**src/rtl/mem_issue_arbiter_pkg.sv**
```systemverilog
// rtl/mem_issue_arbiter_pkg.sv - shared types, encodings and widths for the memory issue arbiter
package mem_issue_arbiter_pkg;

    localparam int DATA_WIDTH_MEM_OP = 4;
    localparam int ROB_DEPTH         = 16;
    localparam int ROB_TAG_W         = $clog2(ROB_DEPTH);

    typedef logic [DATA_WIDTH_MEM_OP-1:0] mem_op_t;
    typedef logic [ROB_TAG_W-1:0]         rob_tag_t;

    localparam mem_op_t MEM_OP_LB = 4'd0;
    localparam mem_op_t MEM_OP_LH = 4'd1;
    localparam mem_op_t MEM_OP_LW = 4'd2;
    localparam mem_op_t MEM_OP_SB = 4'd5;
    localparam mem_op_t MEM_OP_SH = 4'd6;
    localparam mem_op_t MEM_OP_SW = 4'd7;

    typedef enum logic [1:0] {
        MEM_ARB_IDLE    = 2'd0,
        MEM_ARB_BUSY_LD = 2'd1,
        MEM_ARB_BUSY_ST = 2'd2
    } mem_arb_state_e;

    localparam int STB_OP_W   = DATA_WIDTH_MEM_OP;
    localparam int STB_ADDR_W = 32;
    localparam int STB_DATA_W = 32;

    typedef struct packed {
        logic [STB_OP_W-1:0]   op;
        logic [STB_ADDR_W-1:0] addr;
        logic [STB_DATA_W-1:0] data;
    } stb_entry_t;

    function automatic logic [29:0] word_addr(input logic [31:0] base, input logic [31:0] offs);
        return 30'((base + offs) >> 2);
    endfunction

endpackage

```
**src/rtl/mem_issue_arbiter_if.sv**
```systemverilog
// rtl/mem_issue_arbiter_if.sv - requester, mem_ctrl and writeback signals of the memory issue arbiter
interface mem_issue_arbiter_if import mem_issue_arbiter_pkg::*; ();

    logic        flush;
    logic        ld_req_valid;
    logic        ld_req_ready;
    mem_op_t     ld_req_op;
    logic [31:0] ld_req_imm;
    logic [31:0] ld_req_rs1;
    rob_tag_t    ld_req_Pdst;
    logic        st_commit_valid;
    logic        st_commit_ready;
    mem_op_t     st_commit_op;
    logic [31:0] st_commit_imm;
    logic [31:0] st_commit_rs1;
    logic [31:0] st_commit_rs2;
    logic        mem_ready;
    logic        load_data_valid;
    logic        store_finish;
    logic [31:0] load_data;
    logic        mem_issue_en;
    mem_op_t     mem_issue_queue_op;
    logic [31:0] mem_issue_queue_imm;
    logic [31:0] mem_issue_queue_rs1_value;
    logic [31:0] mem_issue_queue_rs2_value;
    rob_tag_t    mem_issue_queue_Pdst;
    logic        ld_wb_valid;
    logic [31:0] ld_wb_data;
    rob_tag_t    ld_wb_Pdst;
    logic        stb_empty;

    modport slave (
        input  flush, ld_req_valid, ld_req_op, ld_req_imm, ld_req_rs1, ld_req_Pdst,
        input  st_commit_valid, st_commit_op, st_commit_imm, st_commit_rs1, st_commit_rs2,
        input  mem_ready, load_data_valid, store_finish, load_data,
        output ld_req_ready, st_commit_ready, mem_issue_en, mem_issue_queue_op,
        output mem_issue_queue_imm, mem_issue_queue_rs1_value, mem_issue_queue_rs2_value,
        output mem_issue_queue_Pdst, ld_wb_valid, ld_wb_data, ld_wb_Pdst, stb_empty
    );

    modport master (
        output flush, ld_req_valid, ld_req_op, ld_req_imm, ld_req_rs1, ld_req_Pdst,
        output st_commit_valid, st_commit_op, st_commit_imm, st_commit_rs1, st_commit_rs2,
        output mem_ready, load_data_valid, store_finish, load_data,
        input  ld_req_ready, st_commit_ready, mem_issue_en, mem_issue_queue_op,
        input  mem_issue_queue_imm, mem_issue_queue_rs1_value, mem_issue_queue_rs2_value,
        input  mem_issue_queue_Pdst, ld_wb_valid, ld_wb_data, ld_wb_Pdst, stb_empty
    );

endinterface

```
**src/rtl/mem_store_buffer.sv**
```systemverilog
// rtl/mem_store_buffer.sv - in-order committed-store FIFO with a parallel word-address alias compare
module mem_store_buffer import mem_issue_arbiter_pkg::*; #(
    parameter int DEPTH = 4
) (
    input  logic        clk,
    input  logic        rst,
    input  logic        i_push,
    input  stb_entry_t  i_push_entry,
    input  logic        i_pop,
    output stb_entry_t  o_head,
    output logic        o_full,
    output logic        o_empty,
    input  logic [29:0] i_cmp_waddr,
    output logic        o_alias_hit
);

    localparam int PTR_W = $clog2(DEPTH);

    if (DEPTH < 2 || (DEPTH & (DEPTH - 1)) != 0) begin : g_bad_depth
        $error("mem_store_buffer: DEPTH must be a power of two and at least 2");
    end

    stb_entry_t       r_mem [DEPTH];
    logic [PTR_W:0]   r_wr_ptr;
    logic [PTR_W:0]   r_rd_ptr;
    logic [PTR_W:0]   w_count;
    logic [PTR_W-1:0] w_off;

    assign w_count = r_wr_ptr - r_rd_ptr;
    assign o_empty = (r_wr_ptr == r_rd_ptr);
    assign o_full  = (r_wr_ptr[PTR_W] != r_rd_ptr[PTR_W]) &&
                     (r_wr_ptr[PTR_W-1:0] == r_rd_ptr[PTR_W-1:0]);
    assign o_head  = r_mem[r_rd_ptr[PTR_W-1:0]];

    always_ff @(posedge clk or posedge rst) begin
        if (rst) begin
            r_wr_ptr <= '0;
            r_rd_ptr <= '0;
        end else begin
            if (i_push) r_wr_ptr <= r_wr_ptr + 1'b1;
            if (i_pop)  r_rd_ptr <= r_rd_ptr + 1'b1;
        end
    end

    always_ff @(posedge clk) begin
        if (i_push) r_mem[r_wr_ptr[PTR_W-1:0]] <= i_push_entry;
    end

    // An entry is live when its distance from the read pointer is below the occupancy.
    always_comb begin
        o_alias_hit = 1'b0;
        w_off       = '0;
        for (int i = 0; i < DEPTH; i++) begin
            w_off = PTR_W'(i) - r_rd_ptr[PTR_W-1:0];
            if (({1'b0, w_off} < w_count) && (r_mem[i].addr[31:2] == i_cmp_waddr))
                o_alias_hit = 1'b1;
        end
    end

endmodule

```
**src/rtl/mem_issue_arbiter.sv**
```systemverilog
// rtl/mem_issue_arbiter.sv - shares mem_ctrl between speculative loads and buffered stores
// Optional store age limit enabled by defining MEM_ARB_AGE_LIMIT_EN.
module mem_issue_arbiter import mem_issue_arbiter_pkg::*; #(
    parameter int STB_DEPTH    = 4,
    parameter int STARVE_LIMIT = 8
) (
    input logic                 clk,
    input logic                 rst,
    mem_issue_arbiter_if.slave  bus
);

    if (STARVE_LIMIT < 1) begin : g_bad_limit
        $error("mem_issue_arbiter: STARVE_LIMIT must be at least 1");
    end

    mem_arb_state_e r_state;
    logic           r_kill;
    rob_tag_t       r_tag;

    stb_entry_t  w_head;
    stb_entry_t  w_push_entry;
    logic        w_full;
    logic        w_empty;
    logic        w_alias;
    logic        w_push;
    logic [29:0] w_ld_waddr;
    logic        w_complete;
    logic        w_slot_open;
    logic        w_ld_elig;
    logic        w_age_force;
    logic        w_grant_st;
    logic        w_grant_ld;

    assign w_ld_waddr   = word_addr(bus.ld_req_rs1, bus.ld_req_imm);
    assign w_push_entry = '{op:   bus.st_commit_op,
                            addr: bus.st_commit_rs1 + bus.st_commit_imm,
                            data: bus.st_commit_rs2};
    assign w_push       = bus.st_commit_valid && !w_full;

    mem_store_buffer #(.DEPTH(STB_DEPTH)) u_stb (
        .clk          (clk),
        .rst          (rst),
        .i_push       (w_push),
        .i_push_entry (w_push_entry),
        .i_pop        (w_grant_st),
        .o_head       (w_head),
        .o_full       (w_full),
        .o_empty      (w_empty),
        .i_cmp_waddr  (w_ld_waddr),
        .o_alias_hit  (w_alias)
    );

    assign w_complete  = ((r_state == MEM_ARB_BUSY_LD) && bus.load_data_valid) ||
                         ((r_state == MEM_ARB_BUSY_ST) && bus.store_finish);
    // Reset also closes the slot so no grant leaks out while rst is held.
    assign w_slot_open = !rst && bus.mem_ready && ((r_state == MEM_ARB_IDLE) || w_complete);
    assign w_ld_elig   = bus.ld_req_valid && !bus.flush && !w_alias;
    assign w_grant_st  = w_slot_open && !w_empty && (w_full || w_age_force || !w_ld_elig);
    assign w_grant_ld  = w_slot_open && w_ld_elig && !w_grant_st;

`ifdef MEM_ARB_AGE_LIMIT_EN
    localparam int AGE_W = $clog2(STARVE_LIMIT + 1);
    localparam logic [AGE_W-1:0] AGE_MAX = AGE_W'(STARVE_LIMIT);

    logic [AGE_W-1:0] r_age_cnt;

    assign w_age_force = (r_age_cnt == AGE_MAX);

    always_ff @(posedge clk or posedge rst) begin
        if (rst)
            r_age_cnt <= '0;
        else if (w_grant_st || w_empty)
            r_age_cnt <= '0;
        else if (w_grant_ld && (r_age_cnt != AGE_MAX))
            r_age_cnt <= r_age_cnt + 1'b1;
    end
`else
    assign w_age_force = 1'b0;
`endif

    always_ff @(posedge clk or posedge rst) begin
        if (rst) begin
            r_state <= MEM_ARB_IDLE;
            r_kill  <= 1'b0;
            r_tag   <= '0;
        end else begin
            if (w_grant_ld) begin
                r_state <= MEM_ARB_BUSY_LD;
                r_tag   <= bus.ld_req_Pdst;
            end else if (w_grant_st) begin
                r_state <= MEM_ARB_BUSY_ST;
            end else if (w_complete) begin
                r_state <= MEM_ARB_IDLE;
            end
            // kill only lives for the load currently in flight
            r_kill <= ((r_state == MEM_ARB_BUSY_LD) && !w_complete) ? (r_kill || bus.flush) : 1'b0;
        end
    end

    always_comb begin
        bus.mem_issue_en              = 1'b0;
        bus.mem_issue_queue_op        = '0;
        bus.mem_issue_queue_imm       = '0;
        bus.mem_issue_queue_rs1_value = '0;
        bus.mem_issue_queue_rs2_value = '0;
        bus.mem_issue_queue_Pdst      = '0;
        if (w_grant_ld) begin
            bus.mem_issue_en              = 1'b1;
            bus.mem_issue_queue_op        = bus.ld_req_op;
            bus.mem_issue_queue_imm       = bus.ld_req_imm;
            bus.mem_issue_queue_rs1_value = bus.ld_req_rs1;
            bus.mem_issue_queue_Pdst      = bus.ld_req_Pdst;
        end else if (w_grant_st) begin
            bus.mem_issue_en              = 1'b1;
            bus.mem_issue_queue_op        = w_head.op;
            bus.mem_issue_queue_rs1_value = w_head.addr;
            bus.mem_issue_queue_rs2_value = w_head.data;
        end
    end

    assign bus.ld_req_ready    = w_grant_ld;
    assign bus.st_commit_ready = !w_full;
    assign bus.stb_empty       = w_empty && (r_state != MEM_ARB_BUSY_ST);
    assign bus.ld_wb_valid     = bus.load_data_valid && (r_state == MEM_ARB_BUSY_LD) && !r_kill;
    assign bus.ld_wb_data      = bus.ld_wb_valid ? bus.load_data : 32'd0;
    assign bus.ld_wb_Pdst      = bus.ld_wb_valid ? r_tag : '0;

endmodule
```
**src/flat_wrapper.sv**
```systemverilog
// flat-port wrapper written by rule: the top's interface ports become plain ports
module mem_issue_arbiter_flat import mem_issue_arbiter_pkg::*;
#(
    parameter int STB_DEPTH    = 4,
    parameter int STARVE_LIMIT = 8
)
  (clk, rst, bus_flush, bus_ld_req_valid, bus_ld_req_op, bus_ld_req_imm, bus_ld_req_rs1, bus_ld_req_Pdst, bus_st_commit_valid, bus_st_commit_op, bus_st_commit_imm, bus_st_commit_rs1, bus_st_commit_rs2, bus_mem_ready, bus_load_data_valid, bus_store_finish, bus_load_data, bus_ld_req_ready, bus_st_commit_ready, bus_mem_issue_en, bus_mem_issue_queue_op, bus_mem_issue_queue_imm, bus_mem_issue_queue_rs1_value, bus_mem_issue_queue_rs2_value, bus_mem_issue_queue_Pdst, bus_ld_wb_valid, bus_ld_wb_data, bus_ld_wb_Pdst, bus_stb_empty);
  mem_issue_arbiter_if bus_i ();
  input logic clk;
  input logic rst;
  input wire logic [$bits(bus_i.flush)-1:0] bus_flush;
  input wire logic [$bits(bus_i.ld_req_valid)-1:0] bus_ld_req_valid;
  input wire logic [$bits(bus_i.ld_req_op)-1:0] bus_ld_req_op;
  input wire logic [$bits(bus_i.ld_req_imm)-1:0] bus_ld_req_imm;
  input wire logic [$bits(bus_i.ld_req_rs1)-1:0] bus_ld_req_rs1;
  input wire logic [$bits(bus_i.ld_req_Pdst)-1:0] bus_ld_req_Pdst;
  input wire logic [$bits(bus_i.st_commit_valid)-1:0] bus_st_commit_valid;
  input wire logic [$bits(bus_i.st_commit_op)-1:0] bus_st_commit_op;
  input wire logic [$bits(bus_i.st_commit_imm)-1:0] bus_st_commit_imm;
  input wire logic [$bits(bus_i.st_commit_rs1)-1:0] bus_st_commit_rs1;
  input wire logic [$bits(bus_i.st_commit_rs2)-1:0] bus_st_commit_rs2;
  input wire logic [$bits(bus_i.mem_ready)-1:0] bus_mem_ready;
  input wire logic [$bits(bus_i.load_data_valid)-1:0] bus_load_data_valid;
  input wire logic [$bits(bus_i.store_finish)-1:0] bus_store_finish;
  input wire logic [$bits(bus_i.load_data)-1:0] bus_load_data;
  output wire logic [$bits(bus_i.ld_req_ready)-1:0] bus_ld_req_ready;
  output wire logic [$bits(bus_i.st_commit_ready)-1:0] bus_st_commit_ready;
  output wire logic [$bits(bus_i.mem_issue_en)-1:0] bus_mem_issue_en;
  output wire logic [$bits(bus_i.mem_issue_queue_op)-1:0] bus_mem_issue_queue_op;
  output wire logic [$bits(bus_i.mem_issue_queue_imm)-1:0] bus_mem_issue_queue_imm;
  output wire logic [$bits(bus_i.mem_issue_queue_rs1_value)-1:0] bus_mem_issue_queue_rs1_value;
  output wire logic [$bits(bus_i.mem_issue_queue_rs2_value)-1:0] bus_mem_issue_queue_rs2_value;
  output wire logic [$bits(bus_i.mem_issue_queue_Pdst)-1:0] bus_mem_issue_queue_Pdst;
  output wire logic [$bits(bus_i.ld_wb_valid)-1:0] bus_ld_wb_valid;
  output wire logic [$bits(bus_i.ld_wb_data)-1:0] bus_ld_wb_data;
  output wire logic [$bits(bus_i.ld_wb_Pdst)-1:0] bus_ld_wb_Pdst;
  output wire logic [$bits(bus_i.stb_empty)-1:0] bus_stb_empty;
  assign bus_i.flush = bus_flush;
  assign bus_i.ld_req_valid = bus_ld_req_valid;
  assign bus_i.ld_req_op = bus_ld_req_op;
  assign bus_i.ld_req_imm = bus_ld_req_imm;
  assign bus_i.ld_req_rs1 = bus_ld_req_rs1;
  assign bus_i.ld_req_Pdst = bus_ld_req_Pdst;
  assign bus_i.st_commit_valid = bus_st_commit_valid;
  assign bus_i.st_commit_op = bus_st_commit_op;
  assign bus_i.st_commit_imm = bus_st_commit_imm;
  assign bus_i.st_commit_rs1 = bus_st_commit_rs1;
  assign bus_i.st_commit_rs2 = bus_st_commit_rs2;
  assign bus_i.mem_ready = bus_mem_ready;
  assign bus_i.load_data_valid = bus_load_data_valid;
  assign bus_i.store_finish = bus_store_finish;
  assign bus_i.load_data = bus_load_data;
  assign bus_ld_req_ready = bus_i.ld_req_ready;
  assign bus_st_commit_ready = bus_i.st_commit_ready;
  assign bus_mem_issue_en = bus_i.mem_issue_en;
  assign bus_mem_issue_queue_op = bus_i.mem_issue_queue_op;
  assign bus_mem_issue_queue_imm = bus_i.mem_issue_queue_imm;
  assign bus_mem_issue_queue_rs1_value = bus_i.mem_issue_queue_rs1_value;
  assign bus_mem_issue_queue_rs2_value = bus_i.mem_issue_queue_rs2_value;
  assign bus_mem_issue_queue_Pdst = bus_i.mem_issue_queue_Pdst;
  assign bus_ld_wb_valid = bus_i.ld_wb_valid;
  assign bus_ld_wb_data = bus_i.ld_wb_data;
  assign bus_ld_wb_Pdst = bus_i.ld_wb_Pdst;
  assign bus_stb_empty = bus_i.stb_empty;
  mem_issue_arbiter #(.STB_DEPTH(STB_DEPTH), .STARVE_LIMIT(STARVE_LIMIT)) u_core (.clk(clk), .rst(rst), .bus(bus_i));
endmodule
```
**config.mk**
```make
export PLATFORM = sky130hd
export DESIGN_NAME = mem_issue_arbiter_flat
export DESIGN_NICKNAME = d
export VERILOG_FILES = /design/src/rtl/mem_issue_arbiter_pkg.sv /design/src/rtl/mem_issue_arbiter_if.sv /design/src/rtl/mem_store_buffer.sv /design/src/rtl/mem_issue_arbiter.sv /design/src/flat_wrapper.sv
export SDC_FILE = /design/constraint.sdc
export NUM_CORES = 1
export LEC_CHECK = 0
export BUFFER_PORTS_ARGS = -buffer_cell sky130_fd_sc_hd__buf_2
export CAP_MARGIN = 5
export CORE_ASPECT_RATIO = 1.25
export CORE_MARGIN = 1.5
export CORE_UTILIZATION = 61
export CTS_BUF_LIST = sky130_fd_sc_hd__clkbuf_4 sky130_fd_sc_hd__clkbuf_8
export CTS_CLUSTER_DIAMETER = 50
export CTS_CLUSTER_SIZE = 25
export DETAILED_ROUTE_END_ITERATION = 6
export GPL_TIMING_DRIVEN = 0
export PLACE_DENSITY = 0.88
export SLEW_MARGIN = 20
export SYNTH_ARGS = -nofsm -noshare
export SYNTH_HDL_FRONTEND = slang
export SYNTH_HIERARCHICAL = 1
export SYNTH_SLANG_ARGS = --single-unit
export TNS_END_PERCENT = 30
```
**constraint.sdc**
```tcl
create_clock -name clk -period 7.5 [get_ports clk]
set_clock_uncertainty 0.2 [all_clocks]
set_input_delay 0.75 -clock clk [delete_from_list [all_inputs] [get_ports clk]]
set_output_delay 0.75 -clock clk [all_outputs]
set_load 0.05 [all_outputs]
```
==> summary.md, run 1 <==
| Metric | Value |
|---|---|
| Post-DP Area | `about 19000 µm²` |
| Fin. Hold Viols | `0` |
| YS warnings | `6` |
| FF-to-FF End | `u_core/r_tag[2]$_DFFE_PP0N_` |
| Drt drc | `0` |
| GRT Resource Usage Total | `0.340` |
| Yosys reg bits | `around 290` |
| Die H | `~190 µm` |
| Number of flops mapped to enable cells by yosys | `between 200 and 300` |
| GPL Wtd Cong | `0.967` |
| Post-synth ARST share | `0.0456` |
| Die area | `~28000 µm²` |
| Status | `finished clean` |
| Min-delay src | `bus_load_data_valid` |
| Vias | `11808` |
| Post-synth top flop | `edfxtp_1` |
| Max clock buf depth | `3` |
| RSZ-0062 raised after global routing | `false` |
| Pre-antenna DRT Iters | `6` |
| Initial Util | `0.623` |
| Synth Cell Area | `between 15000 and 20000 µm²` |
| First-pass GRT wire length | `around 68000 µm` |
| Area grow syn2layout | `17.6%` |
| Final Instance Area | `between 15000 and 20000 µm²` |
| Final setup fails | `0` |
| Highest Clock Rate | `135 MHz` |
| Crit path arrival time | `between 6 and 7 ns` |
| Cell family with most CP delay | `simple AND/OR/NAND/NOR gates` |
| Core footprint | `about 26000 µm²` |
| Worst Path Buf+Inv | `4` |
| GRT Residual Overflow | `0` |
| Startpoint Class | `input port` |
| CTS Sinks | `about 290` |
| Dpl hpwl | `between 30000 and 40000 µm` |
| Worst hold-check path type | `in -> reg` |
| Least-Margin Pin Slew | `between 0.7 and 0.8 ns` |
| Crit path max fanout | `10` |
| Post-route ant nets | `0` |
| CTS H-tree lvls | `1` |
| Max cap viols | `0` |
| Crit Path Category | `in -> out` |
| Hold WS | `~0.16 ns` |
| Die width | `149 µm` |
| Fin crit period | `roughly 7.4 ns` |
| Sequence of cells on the critical path | `buf_2 > ha_1 > a21oi_1 > nor2_1 > a211oi_1 > a31oi_1 > a21o_1 > nor3_1 > o21ai_0 > xor2_1 > buf_6 > xnor2_1 > nand4_1 > nor4_2 > nand3_1 > nand4_1 > or3b_2 > nor2_1 > nor3_2 > clkbuf_1 > a22o_1 > buf_2` |
| Cells after synthesis | `1200` |
| Cell variety after synth | `63` |
| R2R Path Start | `u_core/u_stb/r_rd_ptr[1]$_DFFE_PP0P_` |
| Placed cell count | `1901` |
| CTS buffer count | `22` |
| WP data required | `about 6.6 ns` |
| Root Buffer | `clkbuf_8` |
| Max incr delay on CP | `around 0.56 ns` |
| Initial antenna violation count | `4` |
| Share of layout cells above drive strength 1 | `0.349` |
| CTS tree | `done` |
| Hold Crit Endpoint | `u_core/r_kill$_DFF_PP0_` |
| Register-to-register setup slack | `approximately 2.8 ns` |
| Number of port buffers | `roughly 360` |
| Num rows | `66` |
| Seq/Total Area, Yosys | `0.520` |
| Peak supply drop | `~0.30 mV` |
| Largest net degree at the start of global routing | `between 40 and 50` |
| Final Util | `0.733` |
| Mapped Nets | `between 1000 and 1500` |
| Worst Reg-to-Reg Cells | `15` |
| Power Dens Cells | `326 nW/µm²` |
| Vias in the first global route | `11678` |
| Hold Path Depth | `2` |
| Ports | `about 360` |
| Layout Nets | `about 1900` |
| Clk_lat worst skew | `a little under 0.6 ns` |
| Iteration-0 DRC Markers | `approximately 1000` |
| Slew HR | `0.509` |
| CP Capture Type | `output pin` |
| WL/cell | `approximately 24 µm` |
| Via density | `6.08` |
| Leak | `roughly 7.7 nW` |
| Synthesized area per cell | `between 10 and 15 µm²` |
| Reg clk slew, reported paths | `0.12 ns` |
| Number of post-CTS setup repair buffers | `0` |
| Total Power | `approximately 6.3 mW` |
| Slowest cell on crit path | `clkbuf_1` |
| Period utilization | `0.990` |
| DRT Wirelength | `47500 µm` |
| Final cell count without fillers | `1943` |
| Final Max Slew Viols | `0` |
[repair_timing]
item | CTS | global route
hold buffers | 1 | 0
hold endpoints to repair | 13 | 0
resized for setup | 2 | 4
endpoints found under the setup margin | 26 | 14
[area by class of cell]
cell class | count | area, µm²
clock buffer | 22 | 303
clock inverter | 17 | 225
multi-input combinational | 819 | 7250
antenna | 2 | 5.00
buffer | 71 | 514
timing repair buffer | 362 | 1890
tap | 340 | 425
inverter | 25 | 93.8
fill | 1752 | 6980
sequential | 285 | 8490
[registers in the layout (all words and copies together), names as in the netlist]
name	cells
u_core/r_kill	1
u_core/r_state	2
u_core/r_tag	4
u_core/u_stb/r_rd_ptr	3
u_core/u_stb/r_wr_ptr	3
u_core/u_stb/r_mem	272
[cells in the final DEF, fill, tap and decap left out, types with 7 or more instances in the layout]
master      n
a21o_1     27
a21oi_1    51
a22o_1     36
a31oi_1     9
and2_1    106
buf_2     368
buf_6      29
clkbuf_1   21
clkbuf_8   22
dfrtp_1    13
edfxtp_1  272
ha_1       74
inv_1      25
mux4_2     68
nand2_1    42
nand3_1    15
nand4_1    35
nor2_1     34
nor2b_1    12
nor3_1      8
nor4_1      7
o21ai_0    29
o21bai_1    9
xnor2_1   154
xor2_1     25
[synth_stat cells (all sizes together), types with 3 or more instances]
cell | count | area [µm²]
a211oi | 5 | 42.5
a21boi | 4 | 30.0
a21o | 27 | 203
a21oi | 55 | 290
a22o | 36 | 315
a31oi | 9 | 56.3
and2 | 110 | 688
and3 | 6 | 37.5
buf | 44 | 405
clkbuf | 27 | 105
dfrtp | 13 | 325
edfxtp | 272 | 8170
ha | 74 | 926
inv | 25 | 93.8
mux2 | 4 | 45.0
mux4 | 68 | 1530
nand2 | 42 | 158
nand2b | 3 | 18.8
nand3 | 15 | 75.1
nand4 | 35 | 219
nor2 | 36 | 145
nor2b | 12 | 75.1
nor3 | 12 | 75.1
nor4 | 9 | 62.6
o211ai | 3 | 22.5
o21a | 4 | 30.0
o21ai | 32 | 160
o21bai | 9 | 67.6
o221ai | 3 | 32.5
xnor2 | 160 | 1450
xor2 | 25 | 219
[metal layers]
metal | vias up | share of wire | track usage | routed length (µm)
met2 | 666 | 0.50 | 0.580 | 23500
met4 | 0 | 0.076 | 0.241 | 3620
met3 | 143 | 0.086 | 0.0637 | 4080
met1 | 5709 | 0.34 | 0.384 | 16200
met5 | - | 0 | 0 | 0
li1 | 5290 | - | - | -
[through the flow]
| step | TNS [ns] | setup slack [ns] |
|---|---|---|
| 2_1_floorplan | 0 | 1.66 |
| 3_3_place_gp | -51.58 | -1.08 |
| 3_5_place_dp | -2.38 | -0.280 |
| 4_1_cts | 0 | 0.0474 |
| 5_1_grt | 0 | 0.00707 |
| 6_report | 0 | 0.0776 |
[cell families after synthesis]
family                   after synthesis  synth area share
flip-flops                           285             0.520
buffers and inverters                 96            0.0370
XOR/XNOR                             185             0.102
adder cells (fa/ha/maj)               76            0.0592
multiplexers                          72            0.0966
AND/OR/NAND/NOR                      284            0.0971
AO/OA/AOI/OAI                        202            0.0876
[worst max path at each step]
stage / startpoint / endpoint / slack [ns] / cells after the start
after floorplan: bus_ld_req_imm[11] / bus_mem_issue_queue_Pdst[0] / 1.66 / 19
after global placement: bus_ld_req_rs1[1] / bus_mem_issue_queue_rs1_value[28] / -1.08 / 22
after CTS: bus_ld_req_imm[1] / bus_mem_issue_queue_rs1_value[5] / 0.05 / 23
after global routing: bus_ld_req_imm[1] / bus_mem_issue_queue_rs1_value[22] / 0.007 / 22
final: bus_ld_req_imm[11] / bus_mem_issue_queue_rs1_value[23] / 0.08 / 22
after detailed placement: bus_ld_req_rs1[1] / bus_mem_issue_queue_rs1_value[28] / -0.28 / 23
[worst register-to-register path, cell delays in order (launching register included)]
cell and delay, ns:
dfrtp_1 0.40, buf_2 0.23, buf_4 0.24, buf_4 0.25, inv_1 0.16, fa_1 0.52, inv_1 0.10, ha_1 0.31
nor2_1 0.10, o21ai_0 0.10, nand3_1 0.10, nand4_1 0.15, or3b_2 0.52, nor3_2 0.38, buf_2 0.42, mux2_2 0.38
[where the power goes]
part	switching, mW	total (mW)	internal [mW]
combinational	1.82	2.96	1.15
sequential	0.169	2.37	2.20
clock	0.584	0.920	0.336
total	2.57	6.26	3.69
Note: power is estimated with default switching activity, not from simulation.
==> run 2: changes to the inputs <==
BUFFER_PORTS_ARGS = -buffer_cell sky130_fd_sc_hd__clkbuf_2   (was -buffer_cell sky130_fd_sc_hd__buf_2)
CORE_UTILIZATION = 60   (was 61)
PLACE_DENSITY = 0.87   (was 0.88)
==> run 2 against run 1 <==
Effect of this change: critical path type unchanged; via count fell by 0.38%; final area up 0.38%; largest cell class unchanged; worst setup slack gained 0.016 ns; non-clock buffer count unchanged; cell count increased by 0.41%; die area rose by 1.6%; highest routed layer unchanged.
==> summary.md, run 2 (synthesis gave the netlist of run 1 again) <==
| Metric | Value |
|---|---|
| Vias in the first global route | `11869 (was 11678)` |
| Clk_lat worst skew | `0.62 ns (was 0.58 ns)` |
| Ports | `357 (unchanged)` |
| Via density | `6.03 (was 6.08)` |
| Max clock buf depth | `3 (unchanged)` |
| GPL Wtd Cong | `0.915 (was 0.967)` |
| DRT Wirelength | `46900 µm (was 47500 µm)` |
| Least-Margin Pin Slew | `0.837 ns (was 0.736 ns)` |
| Largest net degree at the start of global routing | `50 (was 43)` |
| Post-DP Area | `18700 µm² (was 18600 µm²)` |
| Root Buffer | `clkbuf_8 (unchanged)` |
| Highest Clock Rate | `135 MHz (about the same)` |
| Die area | `28200 µm² (was 27800 µm²)` |
| Slowest cell on crit path | `a211oi_2 (was clkbuf_1)` |
| Number of port buffers | `356 (unchanged)` |
| FF-to-FF End | `u_core/r_tag[2]$_DFFE_PP0N_ (unchanged)` |
| Slew HR | `0.442 (was 0.509)` |
| Final Instance Area | `19300 µm² (was 19200 µm²)` |
| Worst hold-check path type | `in -> reg (unchanged)` |
| CP dominant cell by count | `clkbuf_2` |
| Peak supply drop | `0.236 mV (was 0.295 mV)` |
| Max reg flops | `272 (unchanged)` |
| Period utilization | `0.987 (was 0.990)` |
| Status | `finished clean (unchanged)` |
| Fillers | `1809 (was 1752)` |
| First-pass GRT wire length | `68500 µm (was 67900 µm)` |
| Reg clk slew, reported paths | `0.12 ns (about the same)` |
| Final setup fails | `0 (unchanged)` |
| CTS H-tree lvls | `1 (unchanged)` |
| Crit path max fanout | `10 (unchanged)` |
| Fin. Hold Viols | `0 (unchanged)` |
| Register-to-register setup slack | `2.62 ns (was 2.84 ns)` |
| Share of layout cells above drive strength 1 | `0.350 (was 0.349)` |
| Worst Path Buf+Inv | `5 (was 4)` |
| CTS buffer count | `23 (was 22)` |
| Dpl hpwl | `36600 µm (was 37700 µm)` |
| Initial antenna violation count | `2 (was 4)` |
| CTS tree | `done (unchanged)` |
| Min-delay src | `bus_load_data_valid (unchanged)` |
| Initial Util | `0.610 (was 0.623)` |
| Die width | `151 µm (was 149 µm)` |
| WP data required | `6.55 ns (about the same)` |
| GRT Resource Usage Total | `0.334 (was 0.340)` |
| CTS Sinks | `285 (unchanged)` |
| Leak | `7.65 nW (was 7.70 nW)` |
| Iteration-0 DRC Markers | `1011 (was 999)` |
| Crit path arrival time | `6.46 ns (was 6.47 ns)` |
| Setup TNS | `0 ns (unchanged)` |
| RSZ-0062 raised after global routing | `false (unchanged)` |
| R2R Path Start | `u_core/u_stb/r_rd_ptr[1]$_DFFE_PP0P_ (unchanged)` |
| Die H | `187 µm (was 186 µm)` |
| Sequence of cells on the critical path | `clkbuf_2 > ha_1 > nand3_1 > a211oi_2 > a21oi_2 > a31oi_1 > a21o_1 > nor3_2 > o21ai_0 > xor2_1 > buf_2 > xnor2_1 > nand4_1 > nor4_2 > nand3_1 > nand4_1 > or3b_2 > nor2_1 > nor3_2 > buf_6 > clkbuf_2 > a22o_1 > clkbuf_2 (was buf_2 > ha_1 > a21oi_1 > nor2_1 > a211oi_1 > a31oi_1 > a21o_1 > nor3_1 > o21ai_0 > xor2_1 > buf_6 > xnor2_1 > nand4_1 > nor4_2 > nand3_1 > nand4_1 > or3b_2 > nor2_1 > nor3_2 > clkbuf_1 > a22o_1 > buf_2)` |
| Power Dens Cells | `330 nW/µm² (was 326 nW/µm²)` |
| Num rows | `67 (was 66)` |
| Leading cell type in the layout, fill and taps excluded | `clkbuf_2 (was buf_2)` |
| Final Max Slew Viols | `0 (unchanged)` |
| CP Capture Type | `output pin (unchanged)` |
| Worst Reg-to-Reg Cells | `15 (unchanged)` |
| GRT Residual Overflow | `0 (unchanged)` |
| Cell family with most CP delay | `simple AND/OR/NAND/NOR gates (unchanged)` |
| Hold Crit Endpoint | `u_core/r_kill$_DFF_PP0_ (unchanged)` |
| Hold WS | `0.116 ns (was 0.157 ns)` |
| Final Util | `0.721 (was 0.733)` |
| Hold Path Depth | `2 (unchanged)` |
| Layout Nets | `1875 (was 1874)` |
| Area grow syn2layout | `18.1% (was 17.6%)` |
| Core footprint | `26700 µm² (was 26200 µm²)` |
| Fin crit period | `7.41 ns (was 7.42 ns)` |
| Max incr delay on CP | `0.55 ns (was 0.56 ns)` |
| Vias | `11763 (was 11808)` |
| Pre-antenna DRT Iters | `5 (was 6)` |
| Number of post-CTS setup repair buffers | `0 (unchanged)` |
| WL/cell | `24.0 µm (was 24.4 µm)` |
| Most frequent cells in the layout | `clkbuf_2, edfxtp_1, xnor2_1 (was buf_2, edfxtp_1, xnor2_1)` |
| Drt drc | `0 (unchanged)` |
| Startpoint Class | `input port (unchanged)` |
| Post-route ant nets | `0 (unchanged)` |
| Crit Path Category | `in -> out (unchanged)` |
| Max cap viols | `0 (unchanged)` |
==> run 2: worst max-delay path by stage <==
stage	from	cells after the start	to	slack [ns]
after global placement	bus_ld_req_rs1[1]	22	bus_mem_issue_queue_op[0]	-1.05
after floorplan	bus_ld_req_imm[11]	19	bus_mem_issue_queue_Pdst[0]	1.66
after detailed placement	bus_ld_req_rs1[1]	23	bus_mem_issue_queue_op[0]	-0.24
after CTS	bus_ld_req_rs1[1]	23	bus_mem_issue_queue_op[0]	0.06
final	bus_ld_req_rs1[1]	23	bus_mem_issue_queue_rs1_value[28]	0.09
after global routing	bus_ld_req_rs1[1]	23	bus_mem_issue_queue_op[0]	0.06
==> run 2: worst reg2reg max path: stages, from the launching register on <==
cell	delay [ns]
dfrtp_1	0.40
buf_2	0.26
buf_4	0.26
buf_4	0.25
inv_1	0.15
fa_1	0.53
inv_1	0.10
ha_1	0.31
nor2_1	0.10
o21ai_0	0.13
nand3_1	0.12
nand4_1	0.18
or3b_2	0.53
nor3_2	0.43
buf_2	0.41
mux2_2	0.38
==> run 2: stage by stage <==
stage | worst slack (ns) | power (mW) | instances
2_1_floorplan | 1.66 | 4.47 | 1200
3_3_place_gp | -1.05 | 5.27 | 1901
3_5_place_dp | -0.240 | 5.35 | 1906
4_1_cts | 0.0619 | 6.35 | 1949
5_1_grt | 0.0558 | 6.59 | 1951
6_report | 0.0938 | 6.36 | 1951
==> run 2: final cells by class <==
cell class / instances / area (µm²) / share of cell area
flip-flops and latches: 285 / 8490 / 0.441
repair buffers: 362 / 1910 / 0.0989
plain buffers: 71 / 515 / 0.0267
clock inverters: 19 / 250 / 0.0130
multi-input cells: 819 / 7260 / 0.377
diodes: 2 / 5.00 / 0.000260
clock buffers: 23 / 317 / 0.0164
well taps: 345 / 432 / 0.0224
inverters: 25 / 93.8 / 0.00487
==> run 2: layer usage <==
metal,GRT usage,wire [µm]
met3,0.0646,4000
met4,0.203,2930
met2,0.579,23900
met1,0.378,16100
met5,0,0
==> run 2: repair_timing <==
action | 4_1_cts | 5_1_grt
endpoints found under the hold margin | 13 | 0
resized for setup | 4 | 4
setup endpoints to repair | 28 | 37
hold buffers | 1 | 0
==> run 2: where the power goes <==
group	switching, mW	total (mW)	internal (mW)
Clock	0.629	0.989	0.360
Combinational	1.84	3.00	1.15
Sequential	0.166	2.37	2.20
Total	2.64	6.36	3.72
==> run 3: changes to the inputs <==
CORE_ASPECT_RATIO = 0.9   (was 1.25)
==> run 3 against run 2 <==
Effect of this change: non-clock buffer count is the same; global-route usage shrank 1.3 points; register-to-register slack gained 0.19 ns; flip-flop and latch count is the same.
==> summary.md, run 3 (synthesis gave the netlist of run 1 again) <==
| Metric | Value |
|---|---|
| Sequence of cells on the critical path | `clkbuf_2 > ha_1 > nand3_1 > a211oi_2 > a21oi_2 > a31oi_1 > nor2_2 > o221ai_2 > a41oi_2 > xnor2_1 > buf_6 > xnor2_1 > nand4_1 > nor4_1 > nand3_1 > nand4_1 > or3b_2 > nor2_1 > nor3_4 > clkbuf_1 > a22o_1 > clkbuf_2 (was clkbuf_2 > ha_1 > nand3_1 > a211oi_2 > a21oi_2 > a31oi_1 > a21o_1 > nor3_2 > o21ai_0 > xor2_1 > buf_2 > xnor2_1 > nand4_1 > nor4_2 > nand3_1 > nand4_1 > or3b_2 > nor2_1 > nor3_2 > buf_6 > clkbuf_2 > a22o_1 > clkbuf_2)` |
| FF-to-FF End | `u_core/r_tag[1]$_DFFE_PP0N_ (was u_core/r_tag[2]$_DFFE_PP0N_)` |
| Status | `finished clean (unchanged)` |
| Reg clk slew, reported paths | `0.10 ns (was 0.12 ns)` |
| WP data required | `6.55 ns (about the same)` |
| Worst Reg-to-Reg Cells | `15 (unchanged)` |
| Worst hold-check path type | `in -> reg (unchanged)` |
| Final Instance Area | `19300 µm² (about the same)` |
| First-pass GRT wire length | `67000 µm (was 68500 µm)` |
| Min-delay src | `bus_load_data_valid (unchanged)` |
| Fin crit period | `7.26 ns (was 7.41 ns)` |
| Max clock buf depth | `3 (unchanged)` |
| Switch Pwr | `2.62 mW (was 2.64 mW)` |
| DRT Wirelength | `45700 µm (was 46900 µm)` |
| Switching Fraction | `0.408 (was 0.415)` |
| Hold WS | `0.168 ns (was 0.116 ns)` |
| Die width | `177 µm (was 151 µm)` |
| Vias | `11801 (was 11763)` |
| CP Capture Type | `output pin (unchanged)` |
| Max incr delay on CP | `0.58 ns (was 0.55 ns)` |
| Most frequent cells in the layout | `clkbuf_2, edfxtp_1, xnor2_1 (unchanged)` |
| Iteration-0 DRC Markers | `1203 (was 1011)` |
| GRT Resource Usage Total | `0.321 (was 0.334)` |
| Slowest cell on crit path | `clkbuf_1 (was a211oi_2)` |
| Area grow syn2layout | `18.4% (was 18.1%)` |
| CTS Sinks | `285 (unchanged)` |
| Fin. Hold Viols | `0 (unchanged)` |
| GRT Residual Overflow | `0 (unchanged)` |
| Met1 Use GR | `0.414 (was 0.378)` |
| Period utilization | `0.968 (was 0.987)` |
| Die area | `28200 µm² (about the same)` |
| Peak supply drop | `0.187 mV (was 0.236 mV)` |
| Pre-antenna DRT Iters | `6 (was 5)` |
| Num rows | `57 (was 67)` |
| Least-Margin Pin Slew | `1.03 ns (was 0.837 ns)` |
| Slew HR | `0.314 (was 0.442)` |
| Layout Nets | `1878 (was 1875)` |
| Number of post-CTS setup repair buffers | `0 (unchanged)` |
| Register-to-register setup slack | `2.81 ns (was 2.62 ns)` |
| Met3 usage | `0.0652 (was 0.0646)` |
| Drt drc | `0 (unchanged)` |
| Final Max Slew Viols | `0 (unchanged)` |
| Crit path max fanout | `10 (unchanged)` |
| Highest Clock Rate | `138 MHz (was 135 MHz)` |
| Met2 GRT Util | `0.543 (was 0.579)` |
| Ports | `357 (unchanged)` |
| Core footprint | `26900 µm² (was 26700 µm²)` |
| Crit path arrival time | `6.31 ns (was 6.46 ns)` |
| Total Power | `6.41 mW (was 6.36 mW)` |
| Hold Path Depth | `2 (unchanged)` |
| Largest net degree at the start of global routing | `42 (was 50)` |
| Number of port buffers | `356 (unchanged)` |
| Max cap viols | `0 (unchanged)` |
| Initial Util | `0.607 (was 0.610)` |
| Startpoint Class | `input port (unchanged)` |
| Via density | `6.01 (was 6.03)` |
| Power Dens Cells | `332 nW/µm² (was 330 nW/µm²)` |
| Root Buffer | `clkbuf_8 (unchanged)` |
| Post-DP Area | `18700 µm² (about the same)` |
| R2R Path Start | `u_core/u_stb/r_rd_ptr[1]$_DFFE_PP0P_ (unchanged)` |
| CTS buffer count | `26 (was 23)` |
| Int Power | `3.79 mW (was 3.72 mW)` |
| Comb power frac | `0.466 (was 0.472)` |
| CTS tree | `done (unchanged)` |
| Dpl hpwl | `35600 µm (was 36600 µm)` |
| Global route hottest layer | `met2 (unchanged)` |
| Final Util | `0.719 (was 0.721)` |
| Post-route ant nets | `0 (unchanged)` |
| Share of layout cells above drive strength 1 | `0.350 (about the same)` |
| Max reg flops | `272 (unchanged)` |
| Final setup fails | `0 (unchanged)` |
| Crit Path Category | `in -> out (unchanged)` |
| GPL Wtd Cong | `0.938 (was 0.915)` |
| Vias in the first global route | `11622 (was 11869)` |
| Initial antenna violation count | `1 (was 2)` |
| Fillers | `1868 (was 1809)` |
| CTS H-tree lvls | `1 (unchanged)` |
| Die H | `159 µm (was 187 µm)` |
| Part of the power in the clock network | `0.165 (was 0.156)` |
| Seq pwr share | `0.369 (was 0.373)` |
| WL/cell | `23.2 µm (was 24.0 µm)` |
| RSZ-0062 raised after global routing | `false (unchanged)` |
| Leading cell type in the layout, fill and taps excluded | `clkbuf_2 (unchanged)` |
| Clk_lat worst skew | `0.59 ns (was 0.62 ns)` |
| Hold Crit Endpoint | `u_core/r_kill$_DFF_PP0_ (unchanged)` |
| Leak | `7.69 nW (was 7.65 nW)` |
==> run 3: changes by cell type in the layout (fill, tap and decap cells not counted), moves of 2 or more <==
cell / change
clkbuf_8: +4
nor4_2: -2
clkbuf_1: +4
inv_12: -2
clkbuf_4: +2
nor4_1: +2
clkinv_8: +3
nor3_2: -2
clkinv_1: -2
clkbuf_2: -4
clkinv_2: +3
==> run 3: repair_timing <==
action / 4_1_cts / 5_1_grt
endpoints found under the hold margin: 13 / 0
setup endpoints to repair: 0 / 28
hold buffers: 1 / 0
resized for setup: 0 / 1
==> run 3: worst max path at each step <==
stage	from	end	slack, ns	cells after the start
after floorplan	bus_ld_req_imm[11]	bus_mem_issue_queue_Pdst[0]	1.66	19
after global placement	bus_ld_req_imm[1]	bus_mem_issue_queue_rs1_value[29]	-0.16	22
after detailed placement	bus_ld_req_imm[1]	bus_mem_issue_queue_rs1_value[28]	0.21	22
after CTS	bus_ld_req_imm[1]	bus_mem_issue_queue_rs1_value[28]	0.17	22
after global routing	bus_ld_req_imm[5]	bus_mem_issue_queue_rs1_value[28]	0.03	22
final	bus_ld_req_imm[1]	bus_mem_issue_queue_rs1_value[28]	0.24	22
==> run 3: final cells by class <==
type / instances / area (µm²) / share of cell area
Sequential cell: 285 / 8490 / 0.439
Clock buffer: 29 / 387 / 0.0200
Inverter: 25 / 93.8 / 0.00486
Timing Repair Buffer: 362 / 1900 / 0.0983
Buffer: 71 / 510 / 0.0264
Multi-Input combinational cell: 819 / 7250 / 0.375
Clock inverter: 19 / 246 / 0.0128
Antenna cell: 1 / 2.50 / 0.000129
Tap cell: 354 / 443 / 0.0229
==> run 3: per-layer routing <==
layer  wire length [µm]  vias to the layer above
li1                   -                     5314
met1              17000                     5669
met2              22400                      718
met3               4570                      100
met4               1670                        0
met5                  0                        -
==> run 3: metrics by stage <==
stage	worst slack (ns)	instances	setup TNS, ns
CTS	0.174	1964	0
global placement	-0.161	1910	-2.73
global route	0.0275	1965	0
detailed placement	0.211	1915	0
floorplan	1.66	1200	0
finish	0.238	1965	0
==> run 3: worst max-delay path: cells and delay by family <==
family,cells,cell delay [ns]
buffers and inverters,4,1.15
adder cells (fa/ha/maj),1,0.29
AO/OA/AOI/OAI,6,1.92
AND/OR/NAND/NOR,9,1.79
XOR/XNOR,2,0.40
==> run 3: power by group through the flow <==
stage	sequential, mW	combinational, mW	clock (mW)
2_1_floorplan	2.37	2.11	0
3_3_place_gp	2.41	2.83	0
3_5_place_dp	2.40	2.94	0
4_1_cts	2.36	2.96	1.07
5_1_grt	2.39	3.14	1.12
6_report	2.36	2.99	1.06
